**src/rtl/fft_frame_loader.sv**
```systemverilog
// Collects four signed audio samples into a frame, hands the frame to a 4-point FFT
// with a start/done handshake, and keeps frame, drop and timeout statistics.
module fft_frame_loader #(
    parameter int SAMPLE_W = 16,
    parameter int TIMEOUT  = 15
) (
    input  logic                clk,
    input  logic                reset,
    input  logic                sample_valid,
    input  logic [SAMPLE_W-1:0] sample_in,
    output logic                sample_ready,
    output logic                fft_start,
    input  logic                fft_done,
    output logic [31:0]         frame0,
    output logic [31:0]         frame1,
    output logic [31:0]         frame2,
    output logic [31:0]         frame3,
    output logic [15:0]         frame_count,
    output logic [7:0]          drop_count,
    output logic                timeout_err,
    output logic [1:0]          dbg_state
);

    // Handshake: a sample transfers on a posedge where sample_valid && sample_ready;
    // sample_valid with sample_ready low is a drop and never touches the frame.

    typedef enum logic [1:0] {
        FILL    = 2'd0,
        LAUNCH  = 2'd1,
        RELEASE = 2'd2
    } state_t;

    localparam int CNT_W = (TIMEOUT < 2) ? 1 : $clog2(TIMEOUT);
    localparam logic [CNT_W-1:0] CNT_LAST = CNT_W'(TIMEOUT - 1);

    state_t            state_q, state_d;
    logic [1:0]        wr_idx_q, wr_idx_d;
    logic [CNT_W-1:0]  cnt_q, cnt_d;
    logic              fft_start_q, fft_start_d;
    logic [31:0]       frame_q [4];
    logic [31:0]       frame_d [4];
    logic [15:0]       frame_count_q, frame_count_d;
    logic [7:0]        drop_count_q, drop_count_d;
    logic              timeout_err_q, timeout_err_d;

    always_comb begin
        state_d       = state_q;
        wr_idx_d      = wr_idx_q;
        cnt_d         = cnt_q;
        fft_start_d   = fft_start_q;
        frame_d       = frame_q;
        frame_count_d = frame_count_q;
        drop_count_d  = drop_count_q;
        timeout_err_d = timeout_err_q;

        case (state_q)
            FILL: begin
                if (sample_valid) begin
                    frame_d[wr_idx_q] = 32'(signed'(sample_in));
                    wr_idx_d          = wr_idx_q + 2'd1;
                    if (wr_idx_q == 2'd3) begin
                        wr_idx_d    = 2'd0;
                        fft_start_d = 1'b1;
                        state_d     = LAUNCH;
                    end
                end
            end
            LAUNCH: begin
                // done wins over timeout when both land on the same edge
                if (fft_done) begin
                    fft_start_d   = 1'b0;
                    frame_count_d = frame_count_q + 16'd1;
                    cnt_d         = '0;
                    state_d       = RELEASE;
                end else if (cnt_q == CNT_LAST) begin
                    fft_start_d   = 1'b0;
                    timeout_err_d = 1'b1;
                    cnt_d         = '0;
                    state_d       = RELEASE;
                end else begin
                    cnt_d = cnt_q + 1'b1;
                end
            end
            RELEASE: begin
                if (!fft_done) begin
                    state_d = FILL;
                end
            end
            default: begin
                state_d     = FILL;
                fft_start_d = 1'b0;
            end
        endcase

        if (sample_valid && (state_q != FILL) && (drop_count_q != 8'hFF)) begin
            drop_count_d = drop_count_q + 8'd1;
        end
    end

    always_ff @(posedge clk or negedge reset) begin
        if (!reset) begin
            state_q       <= FILL;
            wr_idx_q      <= 2'd0;
            cnt_q         <= '0;
            fft_start_q   <= 1'b0;
            frame_q       <= '{default: 32'd0};
            frame_count_q <= 16'd0;
            drop_count_q  <= 8'd0;
            timeout_err_q <= 1'b0;
        end else begin
            state_q       <= state_d;
            wr_idx_q      <= wr_idx_d;
            cnt_q         <= cnt_d;
            fft_start_q   <= fft_start_d;
            frame_q       <= frame_d;
            frame_count_q <= frame_count_d;
            drop_count_q  <= drop_count_d;
            timeout_err_q <= timeout_err_d;
        end
    end

    assign sample_ready = (state_q == FILL);
    assign fft_start    = fft_start_q;
    assign frame0       = frame_q[0];
    assign frame1       = frame_q[1];
    assign frame2       = frame_q[2];
    assign frame3       = frame_q[3];
    assign frame_count  = frame_count_q;
    assign drop_count   = drop_count_q;
    assign timeout_err  = timeout_err_q;
    assign dbg_state    = state_q;

endmodule

```
**config.mk**
```make
export PLATFORM = sky130hd
export DESIGN_NAME = fft_frame_loader
export DESIGN_NICKNAME = d
export VERILOG_FILES = /design/src/rtl/fft_frame_loader.sv
export SDC_FILE = /design/constraint.sdc
export NUM_CORES = 1
export LEC_CHECK = 0
export ABC_AREA = 1
export BUFFER_PORTS_ARGS = -buffer_cell sky130_fd_sc_hd__buf_4
export CAP_MARGIN = 10
export CORE_ASPECT_RATIO = 1.5
export CORE_MARGIN = 5
export CORE_UTILIZATION = 55
export CTS_BUF_LIST = sky130_fd_sc_hd__clkbuf_4 sky130_fd_sc_hd__clkbuf_8
export CTS_CLUSTER_DIAMETER = 80
export CTS_CLUSTER_SIZE = 24
export DETAILED_ROUTE_END_ITERATION = 7
export PLACE_DENSITY = 0.93
export SYNTH_ARGS = -nofsm -noshare
export SYNTH_HDL_FRONTEND = slang
export SYNTH_SLANG_ARGS = --single-unit
export TNS_END_PERCENT = 100
```
**constraint.sdc**
```tcl
create_clock -name clk -period 2.6 [get_ports clk]
set_clock_uncertainty 0.2 [all_clocks]
set_input_delay 0.65 -clock clk [delete_from_list [all_inputs] [get_ports clk]]
set_output_delay 0.65 -clock clk [all_outputs]
set_load 0.02 [all_outputs]
```
# Yosys cells after proc, flatten, opt, wreduce, memory -nomap -nowiden
# Cells that the tools add are included.
# totals
ff_bits	162
in_bits	20
out_inout_bits	157
word_cells	56
# classes
add_sub_neg	4
order_cmp	2
eq_ne	9
n_mux	17
n_bitwise	3
n_reduce_logical	10
# ops
op	n
bitwise mux 128 bit	1
demux 32 bit (select 2 bit)	1
2-to-1 mux 32 bit	1
adder 16 x 1 -> 16 bit, second input constant	1
2-to-1 mux 2 bit	6
adder 8 x 1 -> 8 bit, second input constant	1
2-to-1 mux 4 bit	2
inequality test 8 bit, second input constant	1
AND reduction 4 bit	2
one-hot mux 2 bit (3 select lines)	1
adder 4 x 1 -> 4 bit, second input constant	1
equality test 2 bit, second input constant	2
equality test 4 bit, second input constant	1
2-to-1 mux 1 bit	4
inequality test 2 bit, second input constant	2
AND reduction 2 bit	2
>= comparator 3 bit, second input constant	1
logical AND 1 bit	3
< comparator 3 x 1 -> 1 bit, second input constant	1
inequality test 3 bit, second input constant	1
NOT 2 -> 3 bit	1
one-hot mux 1 bit (3 select lines)	1
AND reduction 3 bit	1
adder 2 x 1 -> 2 bit, second input constant	1
5 further kinds	6

# Logic depth before layout (Yosys ltp)
# Gate-level depths: netlist of the first run.
# logic_depth
ltp_word	6
depth_mapped	8
depth_no_buf	8

# Worst setup path before layout of the first run
# OpenSTA, ideal clock, no wires.
# synth_timing
path_type	register -> output
startpoint	register frame0[30] (netlist name)
endpoint	output port frame0[16]
t_arrival_ps	902
required_time_ps	1750
setup_slack_ps	848
stages_incl_launch_ff	2
n_path_buf	1
cell_sequence	dfrtp_1 buf_4
# synth_rtl
element	line_no	rtl
end, declared	14	output logic [31:0] frame0,

==> metrics.md, run 1 <==
| Metric | Value |
|---|---|
| Outcome | finished, final reports clean |
| # setup viols final | 0 |
| Final hold viol count | 0 |
| Max-slew violations | 0 |
| Peak VDD IR | 0.000742 V |
| Syn Nets | 535 |
| Area grow syn2layout | 22.2% |
| Gr ovfl total | 0 |
| Worst slack at placement | 773 ps |
| Setup slack after layout | 474 ps |
| Hold_sp | timeout_err |
| Syn. warnings | 0 |
| Setup TNS | 0 ps |
| Commonest non-fill, non-tap cell in the layout | buf_4 |
| Crit path launch | frame0[30] |
| Clock root buffer | clkbuf_8 |
| # IOs | 177 |
| Die Ht | 126 µm |
| Post-synthesis sequential area ratio | 0.494 |
| # DRC | 0 |
| Via/cell ratio | 5.04 |
| Fillers | 672 |
| Post-layout util | 0.687 |
| Critical path fanouts, max | 18 |
| Crit path kind | reg2out |
| Commonest non-fill, non-tap cells in the layout | 177 x buf_4, 132 x nand2_1, 98 x dfrtp_1 |
| Die area | 11100 µm² |
| Maximum Capacitance Violations | 0 |
| # nets final | 649 |
| Initial DRC count | 211 |
| TritonCTS buffer count | 9 |
| Detailed Place HPWL | 8360 µm |
| RSZ-0062 raised after global routing | false |
| Hold buffer count at CTS | 1 |
| Number of synthesized register bits | 98 |
| Min Tclk post-route | 2130 ps |
| Startpoint Class | flop |
| Layout cell share with drive strength beyond 1 | 0.435 |
| CP endpoint kind | output port |
| Leakage | 3.28 nW |
| Worst skew pair latency | 350 ps |
| Max incr delay on CP | 690 ps |
| DR vias | 3706 |
| Total global routing track utilization | 0.203 |
| CP arrival | 1280 ps |
| Synth top area cells | dfrtp_1 49%, nand2_1 10%, buf_4 9.7% |
| GPL Wtd Cong | 0.797 |
| Antenna-violating nets left | 0 |
| TritonRoute pass-1 iters | 4 |
| Avg Inst Size Synth | 9.79 µm² |
| Cell variety after synth | 28 |
| Num rows | 42 |
| CTS tree | yes |
| Tightest Pin Transition | 536 ps |
| Yosys top cell by area | dfrtp_1 |
| CTS max path bufs | 2 |
| Initial antenna violation count | 0 |
| Synth Instances | 507 |
| Initial core utilization | 0.562 |
| First-pass GRT wire length | 18000 µm |
| Final clock period utilization by the worst path | 0.818 |
| Max_slew headroom | 0.643 |
| Slowest cell on the critical path | dfrtp_1 |
| Largest net degree at the start of global routing | 51 |
| Wirelength per Cell | 15.2 µm |
| Post_cts resized | 0 |
| Tightest Hold Check Type | reg2reg |
| Critical path, cell by cell | buf_4 |
| Critical path required time | 1750 ps |
| Cell Pwr Density | 1330 nW/µm² |
| CP bufs+invs | 1 |
| Top Family by Delay on Critical Path | flip-flops |
| Antenna diode count | 0 |
| Setup bufs post-CTS | 0 |
| R2R Path Start | dbg_state[0] |
| Die W | 87.6 µm |
| Port Buffer Count | 176 |
| Clk pin slew, worst setup/hold paths | 90 ps |
| Total Wirelength | 11200 µm |
| Peak Freq | 470 MHz |
| Number of global-route vias before repair | 3748 |
| Core Box Area | 8830 µm² |
| Clock Sinks | 98 |
| Synth top area share | 0.494 |
| H-tree lvl count | 3 |
| Synthesized area | 4960 µm² |
==> area by class of cell <==
class | instances | area [µm²] | share of cell area
well taps | 110 | 138 | 0.0227
repair buffers | 179 | 1360 | 0.224
flip-flops and latches | 98 | 2450 | 0.404
clock inverters | 6 | 90.1 | 0.0149
clock buffers | 10 | 131 | 0.0217
multi-input cells | 290 | 1730 | 0.285
inverters | 43 | 166 | 0.0274
==> cell usage after synthesis <==
cell type  instances
nand3_1           12
nand4_2            2
inv_1             39
a21o_1             1
inv_2              2
dfrtp_1           98
o21ai_2           51
nand2_1          132
nand3_2            1
nor2_4             3
nand2_2            3
nor3_1             1
nor2_8             2
nand2_4            7
inv_6              1
o21ai_0            7
buf_6             12
o21ai_1           16
buf_4             64
xnor2_1           12
xor2_1             5
ha_1               8
nand4_1            5
clkinv_1           1
nor2_1            16
nand3_4            1
nor2_2             4
nor3_2             1
==> cell families after synthesis <==
kind of cell             count (synthesis)  synth area share
AND/OR/NAND/NOR                        190             0.184
buffers and inverters                  119             0.158
flip-flops                              98             0.494
AO/OA/AOI/OAI                           75             0.115
XOR/XNOR                                17            0.0300
adder cells (fa/ha/maj)                  8            0.0202
==> stage by stage <==
| step | hold WS [ps] | std cells | power, mW | area [µm²] |
|---|---|---|---|---|
| floorplan | 154 | 507 | 5.76 | 4960 |
| global placement | 240 | 719 | 6.87 | 5830 |
| detailed placement | 246 | 719 | 7.04 | 5830 |
| CTS | 266 | 736 | 8.14 | 6070 |
| global route | 312 | 736 | 8.53 | 6070 |
| finish | 264 | 736 | 8.04 | 6070 |
==> registers in the layout, summed over array words and instances, names as in the netlist, 2 cells and up <==
name         cells
frame1          16
frame2          16
drop_count       8
wr_idx_q         2
frame3          16
frame_count     16
dbg_state        2
cnt_q            4
frame0          16
==> power breakdown <==
group	switching, mW	total [mW]	leakage (nW)	internal [mW]
Combinational	2.58	4.32	1.91	1.75
Clock	0.522	1.08	0.110	0.557
Sequential	0.543	2.64	1.26	2.10
Total	3.64	8.04	3.28	4.40
==> per-layer routing <==
layer / wire length [µm] / vias up / GRT usage / part of all wire
li1: - / 1763 / - / -
met1: 3840 / 1764 / 0.214 / 0.34
met2: 6230 / 158 / 0.379 / 0.56
met3: 926 / 21 / 0.0552 / 0.083
met4: 207 / 0 / 0.0668 / 0.018
met5: 0 / - / 0 / 0
==> final timing paths <==
kind                                  end  slack, ps  cells past startpoint
min                           timeout_err        260                      1
min reg2reg                   timeout_err        260                      1
max                            frame0[16]        470                      1
max in group asynchronous  frame_count[3]       1010                      3
min in group asynchronous       frame3[8]        560                      2
max reg2reg                     frame3[1]        830                      6
Power figures use the tool's default switching activity.
==> run 2: changes to the inputs <==
Settings changed: CORE_UTILIZATION 55 to 47, PLACE_DENSITY 0.93 to 0.85.
Clock period 2.6 ns to 1.8 ns, I/O delays scaled along.
==> run 2 against run 1 <==
Net effect:
- hold slack lost 56 ps
- critical endpoint is now frame3[25]
- clock power grew 25%
- non-clock buffer count grew 15
==> metrics.md, run 2 (synthesis results as in run 1) <==
| Metric | Value |
|---|---|
| Antenna diode count | 0 (unchanged) |
| Final clock period utilization by the worst path | 0.971 |
| Worst slack at placement | 151 ps (-622 ps) |
| Layout cell share with drive strength beyond 1 | 0.452 (+0.0171) |
| TritonCTS buffer count | 9 (unchanged) |
| Initial antenna violation count | 0 (unchanged) |
| Peak VDD IR | 0.000900 V (+21%) |
| Worst skew pair latency | 360 ps (about the same) |
| R2r endpoint | frame0[6] |
| Area grow syn2layout | 25.3% |
| Hold Path End | frame3[2] |
| Peak Freq | 572 MHz |
| Antenna-violating nets left | 0 (unchanged) |
| Max-slew violations | 0 (unchanged) |
| R2R Path Start | dbg_state[1] |
| Min Tclk post-route | 1750 ps |
| Initial DRC count | 135 (-36%) |
| Post-layout util | 0.594 (-0.0932) |
| Reg-to-reg slack, setup | 140 ps (-690 ps) |
| H-tree lvl count | 3 (unchanged) |
| Detailed Place HPWL | 8870 µm (+6.1%) |
| CTS max path bufs | 2 (unchanged) |
| CP endpoint kind | output port |
| GPL Wtd Cong | 0.844 (+5.9%) |
| Sw Pwr | 5.30 mW (+45%) |
| Core Box Area | 10500 µm² (+19%) |
| Number of global-route vias before repair | 3697 (-1.4%) |
| Maximum Capacitance Violations | 0 (unchanged) |
| Port Buffer Count | 176 (unchanged) |
| # DRC | 0 (unchanged) |
| Commonest non-fill, non-tap cells in the layout | 187 x buf_4, 132 x nand2_1, 96 x dfrtp_1 |
| Sw Ratio | 0.454 (+0.00126) |
| Wirelength per Cell | 14.9 µm (-2.2%) |
| Combinational power share | 0.568 (+0.031) |
| CP arrival | 1100 ps (-180 ps) |
| CTS tree | yes |
| Clock root buffer | clkbuf_8 |
| Setup slack after layout | 52.9 ps (-421 ps) |
| Die area | 12800 µm² (+15%) |
| Leakage | 3.33 nW (+1.8%) |
| Critical path fanouts, max | 9 (-9) |
| Tightest Hold Check Type | in2reg |
| Crit path kind | reg2out |
| Outcome | finished, final reports clean |
| Hold_sp | sample_in[2] |
| # IOs | 177 (unchanged) |
| Cells on worst reg2reg path | 7 (+1) |
| First-pass GRT wire length | 18300 µm (+1.7%) |
| Max_slew headroom | 0.701 (+0.0584) |
| Initial core utilization | 0.474 (-0.0884) |
| Startpoint Class | flop |
| # setup viols final | 0 (unchanged) |
| Tightest Pin Transition | 448 ps (-87.6 ps) |
| Largest net degree at the start of global routing | 33 (-35%) |
| # nets final | 664 (+2.3%) |
| Die Ht | 136 µm (+7.5%) |
| Critical path required time | 1150 ps (-600 ps) |
| Commonest non-fill, non-tap cell in the layout | buf_4 |
| Die W | 93.9 µm (+7.2%) |
| Total global routing track utilization | 0.182 (-0.0215) |
| Gr ovfl total | 0 (unchanged) |
| TritonRoute pass-1 iters | 4 (unchanged) |
| Via/cell ratio | 4.76 (-5.4%) |
| Sequential Power Share | 0.316 (-0.012) |
| Pwr Total | 11.7 mW (+45%) |
| Worst Hold Path Cells | 3 (+2) |
| Clk pin slew, worst setup/hold paths | 90 ps (about the same) |
| Num rows | 46 (+9.5%) |
| Clock power share | 0.116 (-0.018) |
| Total Wirelength | 11700 µm (+4.2%) |
| Cell Pwr Density | 1880 nW/µm² (+41%) |
| Final hold viol count | 0 (unchanged) |
| Pint | 6.37 mW (+45%) |
| Setup TNS | 0 ps (unchanged) |
| DR vias | 3734 (+0.76%) |
| Clock Sinks | 98 (unchanged) |
| Fillers | 901 (+34%) |
## run 2: stage by stage
| stage | hold WS, ps | cells | area [µm²] |
|---|---|---|---|
| 2_1_floorplan | -45.6 | 507 | 4960 |
| 3_3_place_gp | 214 | 761 | 5950 |
| 3_5_place_dp | 216 | 761 | 5950 |
| 4_1_cts | 195 | 780 | 6180 |
| 5_1_grt | 195 | 784 | 6220 |
| 6_report | 208 | 784 | 6220 |
## run 2: layout make-up
class / count / area [µm²] / share of cell area
repair buffers: 194 / 1500 / 0.241
flip-flops and latches: 98 / 2450 / 0.395
well taps: 144 / 180 / 0.0290
clock inverters: 3 / 23.8 / 0.00382
clock buffers: 12 / 165 / 0.0265
inverters: 43 / 166 / 0.0267
multi-input cells: 290 / 1730 / 0.278
## run 2: worst max path at each step
| stage | start | slack, ps | to |
|---|---|---|---|
| after floorplan | dbg_state[0] | 160 | frame3[6] |
| after global placement | dbg_state[1] | 200 | frame0[8] |
| after detailed placement | dbg_state[1] | 150 | frame0[6] |
| after CTS | frame0[30] | 6 | frame0[17] |
| after global routing | drop_count[1] | -7 | drop_count[4] |
| final | frame3[30] | 50 | frame3[25] |
## run 2: what timing repair did
action	in CTS	in global routing
setup endpoints to repair	19	46
buffers inserted	3	4
endpoints found under the hold margin	27	0
pin swaps	1	0
gates resized for setup	3	4
hold buffers	1	0
## run 2: worst max-delay path, cell delays in order (launching register included)
cell and delay (ps):
dfrtp_2 410, buf_4 170, buf_4 160
## run 2: per-layer routing
layer / up-vias / global-route usage / part of all wire
met3: 19 / 0.0426 / 0.063
li1: 1788 / - / -
met2: 130 / 0.333 / 0.55
met4: 0 / 0.0747 / 0.024
met1: 1797 / 0.197 / 0.37
met5: - / 0 / 0
## run 2: power by group through the flow
stage | registers [mW] | logic [mW] | clock network, mW
2_1_floorplan | 4.65 | 3.67 | 0
3_3_place_gp | 3.71 | 6.33 | 0
3_5_place_dp | 3.74 | 6.52 | 0
4_1_cts | 3.68 | 6.64 | 1.38
5_1_grt | 3.81 | 7.10 | 1.48
6_report | 3.68 | 6.63 | 1.35
